--- src/rtl/rv_ctl_mc.sv ---
// rv_ctl_mc: multicycle RV32I control FSM with memory handshake, timeout and illegal/bus-error reporting
module rv_ctl_mc #(
  parameter int TIMEOUT_W     = 8,
  parameter int MAX_WAIT      = 255,
  parameter bit EN_ITYPE      = 1'b1,
  parameter bit EN_BRANCH_ALL = 1'b1
) (
  input  logic        clk,
  input  logic        rst,
  input  logic [31:0] instr,
  input  logic        zero,
  input  logic        lt,
  input  logic        ltu,
  input  logic        mem_ready,
  output logic        mem_req,
  output logic        memrw,
  output logic [1:0]  pcsource,
  output logic        pcwrite,
  output logic        pccen,
  output logic        irwrite,
  output logic [1:0]  wbsel,
  output logic        regwen,
  output logic [2:0]  immsel,
  output logic [1:0]  asel,
  output logic [1:0]  bsel,
  output logic [3:0]  alusel,
  output logic        mdrwrite,
  output logic        illegal,
  output logic        bus_err,
  output logic        instret,
  output logic [3:0]  state_o
);
  typedef enum logic [3:0] {
    S_FETCH    = 4'd0,
    S_DECODE   = 4'd1,
    S_MEM_ADDR = 4'd2,
    S_LW_MEM   = 4'd3,
    S_LW_WB    = 4'd4,
    S_SW_MEM   = 4'd5,
    S_ALU_R    = 4'd6,
    S_ALU_I    = 4'd7,
    S_ALU_WB   = 4'd8,
    S_BR_EXEC  = 4'd9,
    S_JAL      = 4'd10,
    S_JALR     = 4'd11,
    S_LUI      = 4'd12,
    S_AUIPC    = 4'd13,
    S_TRAP     = 4'd15
  } state_t;
  state_t               state_q, state_d;
  logic [TIMEOUT_W-1:0] cnt_q, cnt_d;
  logic                 bus_err_q, bus_err_d;
  logic [6:0]           op;
  logic [2:0]           f3;
  logic                 waiting, timeout, taken;
  logic                 unused_instr;
  assign op           = instr[6:0];
  assign f3           = instr[14:12];
  assign unused_instr = ^{instr[31], instr[29:15], instr[11:7]};
  assign waiting      = (state_q == S_FETCH || state_q == S_LW_MEM || state_q == S_SW_MEM) && !mem_ready;
  assign timeout      = waiting && (MAX_WAIT != 0) && (cnt_q == TIMEOUT_W'(MAX_WAIT));
  assign taken        = f3[0] ^ (f3[2] ? (f3[1] ? ltu : lt) : zero);
  assign bus_err      = bus_err_q;
  assign state_o      = state_q;
  // state, wait counter and sticky bus error registers
  always_ff @(posedge clk or negedge rst) begin
    if (!rst) begin
      state_q   <= S_FETCH;
      cnt_q     <= '0;
      bus_err_q <= 1'b0;
    end else begin
      state_q   <= state_d;
      cnt_q     <= cnt_d;
      bus_err_q <= bus_err_d;
    end
  end
  // next state and datapath controls; everything held at 0 while in reset
  always_comb begin
    state_d   = state_q;
    mem_req   = 1'b0;
    memrw     = 1'b0;
    pcsource  = 2'd0;
    pcwrite   = 1'b0;
    pccen     = 1'b0;
    irwrite   = 1'b0;
    wbsel     = 2'd0;
    regwen    = 1'b0;
    immsel    = 3'd0;
    asel      = 2'd0;
    bsel      = 2'd0;
    alusel    = 4'b0000;
    mdrwrite  = 1'b0;
    illegal   = 1'b0;
    instret   = 1'b0;
    if (rst) begin
      case (state_q)
        S_FETCH: begin
          mem_req = 1'b1;
          irwrite = mem_ready;
          pccen   = mem_ready;
          pcwrite = mem_ready;
          state_d = mem_ready ? S_DECODE : timeout ? S_TRAP : S_FETCH;
        end
        S_DECODE: begin
          asel    = 2'd1;
          bsel    = 2'd1;
          immsel  = 3'd2;
          state_d = S_FETCH;
          case (op)
            7'b0000011: if (f3 == 3'b010) state_d = S_MEM_ADDR;
            7'b0100011: if (f3 == 3'b010) state_d = S_MEM_ADDR;
            7'b0110011: state_d = S_ALU_R;
            7'b0010011: if (EN_ITYPE) state_d = S_ALU_I;
            7'b1100011: if (f3[2:1] != 2'b01 && (EN_BRANCH_ALL || f3 == 3'b000)) state_d = S_BR_EXEC;
            7'b1101111: state_d = S_JAL;
            7'b1100111: if (f3 == 3'b000) state_d = S_JALR;
            7'b0110111: state_d = S_LUI;
            7'b0010111: state_d = S_AUIPC;
            default:    state_d = S_FETCH;
          endcase
          illegal = state_d == S_FETCH;
        end
        S_MEM_ADDR: begin
          bsel    = 2'd1;
          immsel  = op[5] ? 3'd1 : 3'd0;
          state_d = op[5] ? S_SW_MEM : S_LW_MEM;
        end
        S_LW_MEM: begin
          mem_req  = 1'b1;
          mdrwrite = mem_ready;
          state_d  = mem_ready ? S_LW_WB : timeout ? S_TRAP : S_LW_MEM;
        end
        S_LW_WB: begin
          wbsel   = 2'd2;
          regwen  = 1'b1;
          instret = 1'b1;
          state_d = S_FETCH;
        end
        S_SW_MEM: begin
          mem_req = 1'b1;
          memrw   = 1'b1;
          instret = mem_ready;
          state_d = mem_ready ? S_FETCH : timeout ? S_TRAP : S_SW_MEM;
        end
        S_ALU_R: begin
          alusel  = {f3, instr[30]};
          state_d = S_ALU_WB;
        end
        S_ALU_I: begin
          bsel    = 2'd1;
          alusel  = {f3, (f3 == 3'b101) & instr[30]};
          state_d = S_ALU_WB;
        end
        S_ALU_WB: begin
          wbsel   = 2'd1;
          regwen  = 1'b1;
          instret = 1'b1;
          state_d = S_FETCH;
        end
        S_BR_EXEC: begin
          alusel   = 4'b0001;
          pcsource = 2'd1;
          pcwrite  = taken;
          instret  = 1'b1;
          state_d  = S_FETCH;
        end
        S_JAL: begin
          asel     = 2'd1;
          bsel     = 2'd1;
          immsel   = 3'd3;
          pcsource = 2'd1;
          pcwrite  = 1'b1;
          regwen   = 1'b1;
          instret  = 1'b1;
          state_d  = S_FETCH;
        end
        S_JALR: begin
          bsel     = 2'd1;
          pcsource = 2'd2;
          pcwrite  = 1'b1;
          regwen   = 1'b1;
          instret  = 1'b1;
          state_d  = S_FETCH;
        end
        S_LUI: begin
          immsel  = 3'd4;
          wbsel   = 2'd3;
          regwen  = 1'b1;
          instret = 1'b1;
          state_d = S_FETCH;
        end
        S_AUIPC: begin
          asel    = 2'd1;
          bsel    = 2'd1;
          immsel  = 3'd4;
          state_d = S_ALU_WB;
        end
        S_TRAP:  state_d = S_TRAP;
        default: state_d = S_FETCH;
      endcase
    end
  end
  // wait counter restarts on any state change or completed access; error latches on timeout
  always_comb begin
    cnt_d     = (waiting && state_d == state_q) ? cnt_q + 1'b1 : '0;
    bus_err_d = bus_err_q | timeout;
  end
endmodule

--- config.mk ---
export PLATFORM = sky130hd
export DESIGN_NAME = rv_ctl_mc
export DESIGN_NICKNAME = d
export VERILOG_FILES = /design/src/rtl/rv_ctl_mc.sv
export SDC_FILE = /design/constraint.sdc
export NUM_CORES = 1
export LEC_CHECK = 0
export CAP_MARGIN = 5
export CORE_MARGIN = 2
export CORE_UTILIZATION = 53
export CTS_CLUSTER_DIAMETER = 120
export DETAILED_ROUTE_END_ITERATION = 16
export DONT_BUFFER_PORTS = 1
export MAX_ROUTING_LAYER = met4
export PLACE_DENSITY = 0.68
export SLEW_MARGIN = 20
export SYNTH_ARGS = -nofsm -noshare
export SYNTH_HDL_FRONTEND = slang
export SYNTH_SLANG_ARGS = --single-unit
--- constraint.sdc ---
create_clock -name clk -period 2.5 [get_ports clk]
set_input_delay 0.25 -clock clk [delete_from_list [all_inputs] [get_ports clk]]
set_output_delay 0.25 -clock clk [all_outputs]
set_load 0.02 [all_outputs]
# [Yosys cells after proc, flatten, opt, wreduce, memory -nomap -nowiden]
# Index checks and enable logic that the tools add are counted.
[op_classes] muxes=47 eq_ne=28 n_reduce_logical=19 n_addsub=1 n_bitwise=3
[op_table] op="2-to-1 mux 4 bit" count=12
[op_table] op="one-hot mux 4 bit (8 select lines)" count=1
[op_table] op="equality test 4 bit, second input constant" count=7
[op_table] op="one-hot mux 4 bit (7 select lines)" count=1
[op_table] op="equality test 7 x 6 -> 1 bit, second input constant" count=3
[op_table] op="equality test 7 bit, second input constant" count=3
[op_table] op="2-to-1 mux 1 bit" count=21
[op_table] op="equality test 4 x 3 -> 1 bit, second input constant" count=4
[op_table] op="equality test 7 x 5 -> 1 bit, second input constant" count=2
[op_table] op="one-hot mux 3 bit (4 select lines)" count=1
[op_table] op="one-hot mux 4 bit (3 select lines)" count=1
[op_table] op="OR reduction 6 bit" count=2
[op_table] op="OR reduction 3 bit" count=3
[op_table] op="adder 8 x 1 -> 8 bit, second input constant" count=1
[op_table] op="equality test 4 x 2 -> 1 bit, second input constant" count=2
[op_table] op="equality test 8 bit, second input constant" count=1
[op_table] op="logical NOT 4 bit" count=2
[op_table] op="2-to-1 mux 8 bit" count=1
[op_table] op="OR reduction 2 bit" count=4
[op_table] op="equality test 7 x 2 -> 1 bit, second input constant" count=1
[op_table] op="2-to-1 mux 2 bit" count=3
[op_table] op="2-to-1 mux 3 bit" count=2
[op_table] op="one-hot mux 2 bit (3 select lines)" count=1
[op_table] op="OR reduction 5 bit" count=1
[op_table] op="15 further kinds" count=18
[totals] regBits=13 word_cells=101 output_inout_bits=29

# [Depth between registers and ports, before layout]
# Gate-level depths: netlist of run 1.
[logic_depth] word_depth=12 ltp_mapped=7 ltp_nobuf=6

# [Worst setup path before layout of run 1]
# No wires, ideal clock.
[synth_timing] path_type="register -> output" startpoint="register state_q[2] (netlist: state_o[2])" endpoint="output port illegal" required_ns=2.250 arrival_ns=2.438 path_stages_with_launch=7 setup_slack_ns=-0.188 cell_sequence="dfrtp_1 -> buf_2 -> or2_2 -> clkbuf_1 -> nor2_1 -> nand2_1 -> a2111oi_0"
[synth_between] elab_chain_cells=3
[synth_rtl] item="start: declaration" line="50" rtl="state_t state_q, state_d;"
[synth_rtl] item="start signal: assignment" line="72" rtl="state_q <= state_d;"
[synth_rtl] item="equality test 4 x 1 -> 1 bit" line="96" rtl="case (state_q)"
[synth_rtl] item="2-to-1 mux 1 bit" line="96"
[synth_rtl] item="2-to-1 mux 1 bit" line="95" rtl="if (rst) begin"
[synth_rtl] item="end: declaration" line="28" rtl="output logic illegal,"
# Every way passes these cells.

# [Worst setup path after layout of run 1]
# Same ends and word-level chain as after synthesis.

==> qor.csv, run 1 <==
stage,metric,value,unit
clocking,clock buffer count from CTS,3,
grt,vias in the first global route,1113,
route,DR pass1 iterations,4,
timing,Tcrit/Tclk final,94.3,%
synth,post-synthesis cell type count,46,
grt,first-pass GRT wire length,4770,um
route,final wirelength,3100,um
timing,clk_skew,0.293,ps
die,# IOs,67,
synth,Post-Synthesis Cells,170,
grt,largest net degree at the start of global routing,18,
synth,synth top area cells,"dfrtp_1, nor2_1, nor3_1",
cells_and_area,# fillers,215,
grt,initial antenna violation count,0,
cells_and_area,antenna cells,0,
timing,final worst path period need,2360,ps
pwr,Leak Pwr,0.573,nW
synth,async set-reset flop share out of synthesis,100,%
timing,RSZ-0062 raised after global routing,false,
cells_and_area,fin area,1380,um^2
clocking,post_cts resized,0,
placement,HPWL Detailed,2320,um
cells_and_area,Area growth syn-to-layout,10.1,%
die,Die Height,52.5,um
die,Starting Density,56.4,%
synth,syn avg cell area,7.35,um^2
clocking,CTS Sinks,13,
critical_path,critical path type,flop to output port,
critical_path,startpoint types,flop,
placement,placed cell count,201,
die,# rows,17,
route,number of vias per cell,6.28,
pwr,PwrDens,388,nW/um^2
critical_path,Worst Path Required,2250,ps
synth,"Seq/Total Area, Yosys",26.1,%
cells_and_area,layout cell share with drive strength beyond 1,13.5,%
clocking,Max Root-Sink Buffers,2,
critical_path,CP Max Fanout,10,
pwr,VDD IR max,0.000392,V
placement,port bufs,0,
cells_and_area,FF/Latch Area,325,um^2
route,Iter 0 DRT Violations,49,
run,Max Cap Viol,0,
route,via count,1293,
synth,Main synth FF type,dfrtp_1,
critical_path,Critical Path AT,2110,ps
die,Chip Width,52.5,um
critical_path,Worst R2R Path Depth,6,
placement,GP Congestion,0.894,
timing,measured slew at the worst slew-check pin,622,ps
status,run status,completed,
timing,# setup viols final,0,
timing,Fin Setup TNS,0,ps
route,residual DRC count,0,
synth,"area leader, netlist",dfrtp_1,
clocking,clock-pin slew on the worst setup and hold paths,70,ps
timing,final setup margin,143,ps
clocking,clock root buffer,clkbuf_4,
grt,Tot GR Track Use,23.7,%
clocking,clk_lat worst skew,270,ps
cells_and_area,nets@finish,218,
min_path,Hold Path Class,primary input to flop,
cells_and_area,multi-input logic area,840,um^2
clocking,clock tree from TritonCTS,built,
placement,Placed Area,1340,um^2
synth,"flops & latches, synth",13,
critical_path,kind of end point of the critical path,output port,
timing,slew margin rel.,58.2,%
min_path,Worst Hold Depth,1,
timing,Fin. Hold Viols,0,
die,die area,2760,um^2
clocking,H-tree Lvls,1,
cells_and_area,Util after Layout,62.2,%
placement,DP Worst Slack,456,ps
synth,Ys Warns,0,
synth,mapped cell area,1250,um^2
synth,number of synthesized flops with an enable pin,0,
cells_and_area,post-route insts no fill,206,
grt,gr ovfl total,0,
timing,Fmax,0.424,GHz
timing,Slew Limit Fails,0,
die,core box area,2210,um^2
route,WL/cell,15.0,um
synth,Yosys top cell area share,26.1,%
route,Detail Route Antenna Nets,0,
==> cells in the mapped netlist (all sizes together), types with 4 or more instances <==
cell,count
nor2,21
inv,4
buf,7
xor2,5
clkbuf,7
o21ai,10
nor4,4
a32oi,4
dfrtp,13
and2,5
nor3,15
a21oi,11
nand2,17
nand2b,5
==> registers in the layout, indices dropped and copies added, names as in the netlist <==
name	count
state_o	4
bus_err	1
cnt_q	8
==> metal layers <==
layer / up-vias / wire length (um) / track usage (%)
li1: 629 / - / -
met1: 592 / 1390 / 31.5
met2: 67 / 1470 / 37.7
met3: 5 / 213 / 4.57
met4: 0 / 18 / 5.13
met5: - / 0 / -
==> cell type report <==
type                    instances  area share, %
inverters                       5           1.36
multi-input cells             139           61.1
repair buffers                 17           9.46
flip-flops and latches         13           23.7
clock buffers                   4           1.91
well taps                      28           2.55
==> power by group <==
group          leakage [nW]  switching (mW)  internal [mW]
logic                 0.381           0.105         0.0659
clock network        0.0150          0.0625         0.0618
registers             0.176          0.0181          0.221
total                 0.573           0.185          0.348
==> path summary, 6_finish.rpt <==
path | from | endpoint | slack [ps]
setup / recovery | state_o[2] | illegal | 140
max in group asynchronous | rst | cnt_q[0] | 1740
min in group asynchronous | rst | cnt_q[6] | 400
hold reg to reg | cnt_q[0] | cnt_q[0] | 510
hold / removal | rst | state_o[1] | 150
setup reg to reg | state_o[2] | state_o[3] | 400
==> per-stage QoR <==
step	power, mW	hold WS [ps]
6_report	0.533	154
5_1_grt	0.565	132
4_1_cts	0.538	141
3_5_place_dp	0.406	-45.0
3_3_place_gp	0.401	-44.9
2_1_floorplan	0.373	-45.6
==> worst max-delay path, stage by stage, from the launching register on <==
cell and delay, ps:
dfrtp_1 510, or2_2 400, nor2_1 300, nand2_1 100
a2111oi_1 320, buf_4 210
==> cells by family after synthesis <==
logic type,after synthesis,share of synthesized area (%)
compound gates,40,22.4
xor+xnor,8,5.61
fa+ha+maj,1,1.00
buf+inv,19,7.72
flops,13,26.1
mux,3,2.40
other cells,1,0.300
simple gates,85,34.5
==> timing repair <==
action                                  CTS  global route
hold buffers                              1             0
endpoints found under the setup margin    0             0
buffers inserted                          0             0
hold endpoints to repair                 13             0
==> placed cells by master (no fill, tap or decap), drive strengths merged, types with 4 or more instances in the layout <==
cell type  netlist  routed
a21oi           11      11
a32oi            4       4
and2             5       5
buf              7      16
clkbuf           7       4
dfrtp           13      13
inv              4       4
nand2           17      17
nand2b           5       5
nor2            21      21
nor3            15      15
nor4             4       4
o21ai           10      10
xor2             5       5
No activity file was read; power rests on OpenSTA's default activity.
==> inputs of run 2 (changes only) <==
Settings changed: CELL_PAD_IN_SITES_DETAIL_PLACEMENT set to 1, CELL_PAD_IN_SITES_GLOBAL_PLACEMENT set to 1, CORE_ASPECT_RATIO set to 0.5, CORE_UTILIZATION 53 to 42, PLACE_DENSITY 0.68 to unset, PLACE_DENSITY_LB_ADDON set to 0.1.
==> run 2 against run 1 <==
  * Clock-buffer cell count did not move
  * Utilization fell by 10 points
  * Critical path depth did not move
  * Fmax rose by 4.5%
  * Worst setup slack improved by 100 ps
  * Largest cell class unchanged
  * Highest routed layer unchanged
==> qor.csv, run 2 (same netlist as run 1, synthesis figures left out) <==
stage,metric,value,unit,change
pwr,Tot Pwr,0.593,mW,+11%
placement,port bufs,0,,unchanged
clocking,clock tree from TritonCTS,built,,
critical_path,Critical Path AT,2010,ps,-100 ps
route,DR pass1 iterations,4,,unchanged
cells_and_area,"commonest non-fill, non-tap cell in the layout",nor2_1,,
placement,DP Worst Slack,302,ps,-154 ps
grt,first-pass GRT wire length,6020,um,+26%
critical_path,RR Startpoint,state_o[0],,
cells_and_area,fin area,1410,um^2,+2.2%
placement,Placed Area,1350,um^2,+0.84%
die,die area,3450,um^2,+25%
grt,initial antenna violation count,0,,unchanged
route,residual DRC count,0,,unchanged
pwr,Int Pwr,0.399,mW,+15%
critical_path,kind of end point of the critical path,output port,,
cells_and_area,antenna cells,0,,unchanged
cells_and_area,# fillers,363,,+69%
clocking,clock buffer count from CTS,3,,unchanged
timing,measured slew at the worst slew-check pin,634,ps,+11.4 ps
cells_and_area,layout cell share with drive strength beyond 1,13.5,%,unchanged
clocking,clock root buffer,clkbuf_8,,
timing,RSZ-0062 raised after global routing,false,,
timing,final worst path period need,2260,ps,-101 ps
timing,Fin. Hold Viols,0,,unchanged
die,Starting Density,46.2,%,-10 points
route,Detail Route Antenna Nets,0,,unchanged
route,Iter 0 DRT Violations,116,,+140%
critical_path,startpoint types,flop,,
pwr,PwrDens,422,nW/um^2,+8.7%
pwr,Psw,0.194,mW,+4.7%
critical_path,critical path type,flop to output port,,
pwr,Leak Pwr,0.580,nW,+1.4%
clocking,H-tree Lvls,1,,unchanged
clocking,Max Root-Sink Buffers,2,,unchanged
critical_path,Worst R2R Path Depth,6,,unchanged
cells_and_area,nets@finish,218,,unchanged
cells_and_area,most frequent cells in the layout,"nor2_1, nand2_1, buf_4, nor3_1, dfrtp_1",,
timing,# setup viols final,0,,unchanged
timing,final setup margin,244,ps,+101 ps
grt,Tot GR Track Use,23.2,%,-0.48 points
pwr,Sequential Power Share,40.2,%,-4.5 points
cells_and_area,multi-input logic area,840,um^2,unchanged
route,number of vias per cell,6.07,,-3.2%
route,via count,1306,,+1.0%
placement,HPWL Detailed,2750,um,+18%
timing,Fmax,0.443,GHz,+4.5%
cells_and_area,Area growth syn-to-layout,12.5,%,
grt,vias in the first global route,1215,,+9.2%
die,# IOs,67,,unchanged
grt,largest net degree at the start of global routing,15,,-3
placement,GP Congestion,0.839,,-6.1%
run,Max Cap Viol,0,,unchanged
critical_path,Critical Path Source,state_o[2],,
die,# rows,13,,-4
pwr,clock network fraction of design power,30.7,%,+7.4 points
min_path,Hold Path Class,primary input to flop,,
timing,Slew Limit Fails,0,,unchanged
pwr,Comb pwr share,29.0,%,-3.0 points
cells_and_area,max reg flops,8,,unchanged
timing,Tcrit/Tclk final,90.2,%,-4.0 points
pwr,sw frac,32.7,%,-2.0 points
die,Chip Width,81.1,um,+54%
min_path,Worst Hold Depth,1,,unchanged
clocking,CTS Sinks,13,,unchanged
grt,gr ovfl total,0,,unchanged
route,WL/cell,16.9,um,+13%
clocking,post_cts resized,0,,unchanged
timing,Fin Setup TNS,0,ps,unchanged
min_path,Hold EP,state_o[1],,
critical_path,register-to-register setup slack,290,ps,-110 ps
cells_and_area,FF/Latch Area,325,um^2,unchanged
pwr,VDD IR max,0.000347,V,-11%
critical_path,CP Max Fanout,6,,-4
min_path,Hold Path Origin,rst,,
timing,clk_skew,1.40,ps,+1.11 ps
clocking,clk_lat worst skew,240,ps,-30 ps
clocking,clock-pin slew on the worst setup and hold paths,50,ps,-20 ps
cells_and_area,Util after Layout,52.0,%,-10 points
status,run status,completed,,
critical_path,R2R Path End,state_o[2],,
cells_and_area,most flop-heavy register,cnt_q,,
die,core box area,2700,um^2,+22%
timing,slew margin rel.,57.4,%,-0.76 points
route,final wirelength,3640,um,+17%
die,Die Height,42.6,um,-19%
critical_path,Worst Path Required,2250,ps,about the same
[run 2: cell counts in the layout (fill, tap and decap cells not counted)]
Identical to the previous run, type by type.
[run 2: how the worst max path moves through the flow]
stage | endpoint | cells after the start
6_report | illegal | 5
5_1_grt | illegal | 5
4_1_cts | illegal | 5
3_5_place_dp | state_o[2] | 6
3_3_place_gp | state_o[2] | 6
2_1_floorplan | pcwrite | 5
[run 2: cell type report]
class / instances / area share (%)
timing repair buffer: 17 / 9.26
clock buffer: 4 / 3.21
sequential: 13 / 23.2
tap: 37 / 3.29
multi-input combinational: 139 / 59.8
inverter: 5 / 1.34
[run 2: power groups by stage]
stage	combinational (mW)	clock, mW	sequential, mW
floorplan	0.136	0	0.237
global placement	0.164	0	0.241
detailed placement	0.165	0	0.242
CTS	0.171	0.191	0.238
global route	0.192	0.200	0.240
finish	0.172	0.182	0.238
[run 2: worst max-delay path, stage by stage, from the launching register on]
cell,delay (ps)
dfrtp_1,450
or2_2,390
nor2_1,290
nand2_1,90
a2111oi_1,330
buf_4,210
[run 2: repair_timing]
item | CTS | global route
hold buffers | 1 | 0
setup buffers | 0 | 0
hold endpoints to repair | 13 | 0
[run 2: per-stage QoR]
stage	std cells	hold slack [ps]
finish	215	177
global route	215	183
floorplan	171	-45.6
detailed placement	210	-45.0
CTS	215	177
global placement	210	-45.0
[run 2: metal layers]
layer / part of all wire, % / track usage, % / up-vias / routed length, um
met4: 1.2 / 7.12 / 0 / 42
met5: 0 / - / - / 0
li1: - / - / 628 / -
met2: 40 / 32.7 / 45 / 1470
met3: 6.4 / 3.45 / 5 / 232
met1: 52 / 34.0 / 628 / 1890
